### src/rtl/vga_timing.sv
// Raster timing generator for 640x480@60 VGA: pixel coordinates, active flag and active-low syncs, all registered and aligned.
// Latency one enabled cycle from counter to outputs; en low freezes all state. Optional frame counter: VGA_TIMING_FRAME_CNT_EN.
module vga_timing #(
    parameter int H_ACTIVE = 640,
    parameter int H_FP     = 16,
    parameter int H_SYNC   = 96,
    parameter int H_BP     = 48,
    parameter int V_ACTIVE = 480,
    parameter int V_FP     = 10,
    parameter int V_SYNC   = 2,
    parameter int V_BP     = 33
) (
    input  logic        clk_25,
    input  logic        rst_n,
    input  logic        en,
    output logic [9:0]  sx,
    output logic [9:0]  sy,
    output logic        active_pixel,
    output logic        hsync,
    output logic        vsync,
    output logic        line_start,
    output logic        frame_start,
    output logic [15:0] frame_cnt
);
    localparam int H_TOTAL = H_ACTIVE + H_FP + H_SYNC + H_BP;
    localparam int V_TOTAL = V_ACTIVE + V_FP + V_SYNC + V_BP;

    localparam logic [9:0] H_LAST = 10'(H_TOTAL - 1);
    localparam logic [9:0] V_LAST = 10'(V_TOTAL - 1);
    localparam logic [9:0] H_ACT  = 10'(H_ACTIVE);
    localparam logic [9:0] V_ACT  = 10'(V_ACTIVE);
    localparam logic [9:0] HS_BEG = 10'(H_ACTIVE + H_FP);
    localparam logic [9:0] HS_END = 10'(H_ACTIVE + H_FP + H_SYNC);
    localparam logic [9:0] VS_BEG = 10'(V_ACTIVE + V_FP);
    localparam logic [9:0] VS_END = 10'(V_ACTIVE + V_FP + V_SYNC);

    logic [9:0] hc;
    logic [9:0] vc;

    always_ff @(posedge clk_25 or negedge rst_n) begin
        if (!rst_n) begin
            hc <= '0;
            vc <= '0;
        end else if (en) begin
            if (hc == H_LAST) begin
                hc <= '0;
                vc <= (vc == V_LAST) ? '0 : vc + 10'd1;
            end else begin
                hc <= hc + 10'd1;
            end
        end
    end

    // Outputs are decoded from the pre-increment counters so every output describes the same pixel.
    always_ff @(posedge clk_25 or negedge rst_n) begin
        if (!rst_n) begin
            sx           <= '0;
            sy           <= '0;
            active_pixel <= 1'b0;
            hsync        <= 1'b1;
            vsync        <= 1'b1;
            line_start   <= 1'b0;
            frame_start  <= 1'b0;
        end else if (en) begin
            sx           <= hc;
            sy           <= vc;
            active_pixel <= (hc < H_ACT) && (vc < V_ACT);
            hsync        <= !((hc >= HS_BEG) && (hc < HS_END));
            vsync        <= !((vc >= VS_BEG) && (vc < VS_END));
            line_start   <= (hc == 10'd0);
            frame_start  <= (hc == 10'd0) && (vc == 10'd0);
        end
    end

`ifdef VGA_TIMING_FRAME_CNT_EN
    // The frame start loaded on the first edge after reset opens frame 0, it does not complete one.
    logic        first_done;
    logic [15:0] fcnt;

    always_ff @(posedge clk_25 or negedge rst_n) begin
        if (!rst_n) begin
            first_done <= 1'b0;
            fcnt       <= '0;
        end else if (en) begin
            first_done <= 1'b1;
            if (first_done && (hc == 10'd0) && (vc == 10'd0))
                fcnt <= fcnt + 16'd1;
        end
    end

    assign frame_cnt = fcnt;
`else
    assign frame_cnt = '0;
`endif

endmodule
### config.mk
export PLATFORM = sky130hd
export DESIGN_NAME = vga_timing
export DESIGN_NICKNAME = d
export VERILOG_FILES = /design/src/rtl/vga_timing.sv
export SDC_FILE = /design/constraint.sdc
export NUM_CORES = 1
export LEC_CHECK = 0
export CAP_MARGIN = 5
export CORE_ASPECT_RATIO = 1.1
export CORE_MARGIN = 8
export CORE_UTILIZATION = 46
export DETAILED_ROUTE_END_ITERATION = 12
export PLACE_DENSITY = 0.84
export SETUP_SLACK_MARGIN = 0.02
export SYNTH_ARGS = -nofsm -noshare
export SYNTH_HDL_FRONTEND = slang
export SYNTH_SLANG_ARGS = --single-unit
### constraint.sdc
create_clock -name clk_25 -period 1.6 [get_ports clk_25]
set_clock_uncertainty 0.1 [all_clocks]
set_input_delay 0.32 -clock clk_25 [delete_from_list [all_inputs] [get_ports clk_25]]
set_output_delay 0.32 -clock clk_25 [all_outputs]
set_load 0.01 [all_outputs]
==> Word-level counts from Yosys, hierarchy flattened <==
Index checks and enable logic that the tools add are counted.
{ "totals": {"reg_bits": 45, "inputBits": 3} }
{ "op_classes": {"n_addsub": 2, "magnitude_cmp": 6, "eq_ne": 2, "n_mux": 2, "n_reduce_logical": 9} }
{ "op_table": {"columns": ["op", "n"], "rows": [
  ["10-bit by 1-bit adder with 10-bit output (second input constant)", 2],
  ["10-bit equality test (second input constant)", 2],
  ["10-bit zero test", 2],
  ["10-bit less-than comparator (second input constant)", 2],
  ["10-bit by 9-bit less-than comparator with 1-bit output (second input constant)", 2],
  ["10-bit two-way mux", 2],
  ["10-bit greater-or-equal comparator (second input constant)", 1],
  ["10-bit by 9-bit greater-or-equal comparator with 1-bit output (second input constant)", 1],
  ["1-bit logical AND", 4],
  ["1-bit zero test", 2],
  ["2-bit AND reduction", 1]
]} }

==> Depth between registers and ports, before layout <==
{ "depth": {"depth_word": 3, "ltp_mapped": 6, "depth_no_buf": 6} }

==> Least setup slack after synthesis <==
Ideal clock, no wire load.
{ "synth_path": {"path_type": "register to register", "from": "register hc[7]", "to": "register vc[3]", "setup_ps": 118, "arrival_time_ps": 1393, "required_ps": 1382, "slack_ps": -11, "stages_incl_launch_ff": 6, "cell_sequence": "dfrtp_1 > buf_6 > nand4b_2 > or3_4 > a21o_1 > a21o_1"} }
{ "synth_via": {"elab_chain_cells": 2} }
{ "synth_lines": {"columns": ["item", "line", "rtl"], "rows": [
  ["from (decl)", "37", "logic [9:0] hc;"],
  ["from (signal assigned)", "49", "hc <= hc + 10'd1;"],
  ["10-bit equality test", "45", "if (hc == H_LAST) begin"],
  ["2-bit AND reduction (no source line)", null, null],
  ["to (signal assigned)", "47", "vc <= (vc == V_LAST) ? '0 : vc + 10'd1;"],
  ["to (decl)", "38", "logic [9:0] vc;"]
]} }
No other way between the ends.
A chain may end at the register's enable or synchronous reset.

==> Worst setup path after layout <==
Same ends and word-level chain as after synthesis.

==> impl_summary.md <==
Synthesis
The distinct cell type count after synthesis is 39. After synthesis, the mean cell area works out to between 10 and 15 um^2. In the synthesized netlist, the number of instances is 190. For this run, the number of Yosys warnings is 0. Yosys mapped a number of flops with a built-in enable equal to 0. In the synthesized netlist the async set-or-reset flop fraction comes to 100%. Synthesis inferred 45 register bits. The sequential cell area fraction in the yosys report is 51.4%. In this run the cell area of the synthesized design comes to around 2200 um^2. Among all flip-flop cells after synthesis, the most frequent one is sky130_fd_sc_hd__dfrtp_1.

Critical path
The arrival time of the worst setup path is approximately 1700 ps. The most critical setup path has its startpoint at hc[7]. The type of element launching the critical path is a flip-flop. The signal on the critical path passes through nand4b_4 > or3_4 > a21o_1 > a21o_1. The data required time at the worst endpoint is roughly 1700 ps. Along the worst path, the maximum fanout reaches 4. By startpoint and endpoint, the worst setup path is classified as flip-flop to flip-flop. The worst reg-to-reg path cell count is 4. The critical path capture point type is a flip-flop. The most prevalent standard cell on the critical path is sky130_fd_sc_hd__a21o_1. The slowest cell on the critical path is sky130_fd_sc_hd__or3_4. On the worst path, the slowest cell contributes a delay of 450 ps.

In this run the critical register-to-register path is launched from hc[7].

Die
The floorplan step defined a die boundary enclosing 7240 um^2. The height of the chip is just under 90 um. The core region is 4620 um^2. Once the floorplan was initialized, standard cells occupied 47.5% of the core. The number of primary I/O pins is 44. The number of cell rows is 26. The width of the chip is around 82 um.

CTS
No sink is reached through more buffers than the 2 on the longest clock path. The sink count of the clock tree is between 40 and 50. The TritonCTS clock tree is done. The number of buffers created by CTS is 5. The CTS H-tree depth is 2.

Clock-pin slew was measured on the worst setup and hold paths at 80 ps. The clock root buffer is sky130_fd_sc_hd__clkbuf_8. Clock latency on the worst-skew pair, taken at its later pin, is 300 ps.

Layout
The number of antenna diodes is 0. The count of non-filler cells in the finished layout is about 310. The final design area excluding fillers is 2900 um^2. Cells with a size suffix above 1 make up between 30% and 40% of the layout. The final net count is 262. The area growth from synthesis to layout is 32.0%.

Global routing
Global routing used roughly an eighth of the available tracks. The number of global-route vias before repair is between 1500 and 2000. The largest net degree at the start of global routing is 46. Global routing finished with a remaining overflow of 0. The first global-routing pass estimated approximately 7400 um of wire. The initial antenna violation count is 0.

Hold path
The tightest min-delay check is of the flip-flop to flip-flop type. The startpoint identified for the worst hold timing path is sx[3]. The worst hold path cell count is 1.

Route
The first detailed-routing pass took 4 iterations. Summing over every cut layer, the via total after detailed routing is around 1600. The number of DRC markers in iteration 0 is 120.

After detailed routing, the number of remaining DRC violations is 0. In the final routed layout, each cell accounts on average for 15.6 um. After detailed routing, the total wire length is about 4900 um. After detailed routing, the number of vias per cell comes to about 5.2.

The remaining number of nets flagged by the antenna check after routing is 0.

STA
Dividing the final minimum period by the clock period gives 103%. The final hold slack is 405 ps. Setup repair after global routing could not meet its margin everywhere. The number of hold violations in the final report is 0.

The shortest clock period the worst path allows after layout is 1650 ps. The slack of the critical path is -49.0 ps. Setup violations remaining at the end of the flow were counted as 2. The max-slew violation total from the final report was 0. Timing would allow up to between 600 and 700 MHz. The sum of negative setup slack is -74.0 ps.

Pwr
The static leakage is 1.50 nW. Across the VDD grid, the largest voltage drop is slightly below 600 uV. The power per unit of standard cell area is just under 1000 nW/um^2.

Placement
Once placement finished, the instance area stood at approximately 2700 um^2. Timing analysis after detailed placement gives a worst setup slack of -312 ps. Once placement completed, the tool counted placed cells totaling approximately 300.

The weighted congestion reported at the end of routability-driven placement is around 0.90. Once detailed placement completed, the half-perimeter wirelength came to around 3300 um. Buffers placed on the I/O ports in this run total 27.

Run status
The run finished, with violations left. The checks that failed: negative setup slack.

Run
The number of violations of the max-capacitance limit is 0.
[cell families after synthesis]
group	count (synthesis)	synth area share, %
AOI/OAI and AO/OA	18	5.01
other	1	0.171
buffers and inverters	34	9.34
xor gates and xnor gates	11	4.39
DFF	45	51.4
and+or+nand+nor	54	15.7
muxes	23	11.7
adders and majority gates	4	2.28
[flip-flops by register name, summed over array words and instances (netlist names), 10 cells and up]
register	cells
vc	10
sx	10
hc	10
sy	10
[Yosys cell counts (all sizes together) (2+ instances only)]
cell	instances	share of area, %
dfrtp	43	49
nand4b	4	1.9
a31oi	2	0.57
dfstp	2	2.4
o311ai	2	0.80
o21ai	8	1.8
a21oi	2	0.46
and3	5	1.5
buf	24	7.6
mux2	21	11
a21o	2	0.68
inv	9	1.5
nor3	8	2.1
nand4	5	1.4
ha	4	2.3
nand3	10	2.3
mux2i	2	0.91
nor2	6	1.0
nor4	3	1.4
xnor2	8	3.2
nand2	8	1.4
xor2	3	1.2
[cells in the final DEF, fill, tap and decap left out, drive strengths merged, types with 3 or more instances in the layout]
master,Yosys,final
nand4b,4,4
nor4,3,3
clkbuf,1,7
and3,5,5
inv,9,9
ha,4,4
nand3,10,10
nor2,6,6
nand2,8,8
buf,24,41
xor2,3,3
dfrtp,43,43
conb,1,16
nand4,5,5
nor3,8,8
o21ai,8,8
mux2,21,21
dlygate4sd2,0,25
xnor2,8,8
[per-stage QoR]
stage               util, %  power [mW]
detailed placement     58.0        2.13
global route           62.7        3.01
CTS                    60.8        2.85
finish                 62.7        2.87
global placement       58.0        2.10
floorplan                 -        1.78
[path summary, 6_finish.rpt]
| kind | to | slack (ps) |
|---|---|---|
| worst max-delay path | vc[3] | -50 |
| min in group asynchronous | sy[4] | 430 |
| worst min-delay path | sx[3] | 400 |
| worst max register to register | vc[3] | -50 |
| worst min register to register | sx[3] | 400 |
| max in group asynchronous | hsync | 700 |
[routing by layer]
metal / share of wire, % / vias up / global-route usage [%]
met5: 0 / - / 0
met4: 2.5 / 0 / 6.23
met3: 8.2 / 12 / 3.86
met2: 45 / 65 / 19.6
met1: 44 / 782 / 17.3
li1: - / 767 / -
[where the power goes]
part	switching (mW)	total [mW]	internal, mW
combinational	0.375	0.750	0.375
clock	0.369	0.759	0.390
sequential	0.0914	1.36	1.27
[critical path: cells and delay by family, from the launching register on]
| family | cells | cell delay, ps |
|---|---|---|
| compound gates | 2 | 360 |
| flops | 1 | 390 |
| simple gates | 2 | 690 |
[cell type report]
type	instances	area (um^2)
well taps	56	70.1
fillers	356	1720
multi-input cells	126	986
clock buffers	7	96.3
flip-flops and latches	45	1130
inverters	9	33.8
clock inverters	1	5.00
repair buffers	68	578
[repair_timing]
action | CTS | global route
resized for setup | 28 | 17
setup buffers | 5 | 3
hold buffers | 1 | 0
hold endpoints to repair | 43 | 0
endpoints found under the setup margin | 31 | 13
pin swaps | 4 | 8
Power figures use the tool's default switching activity.
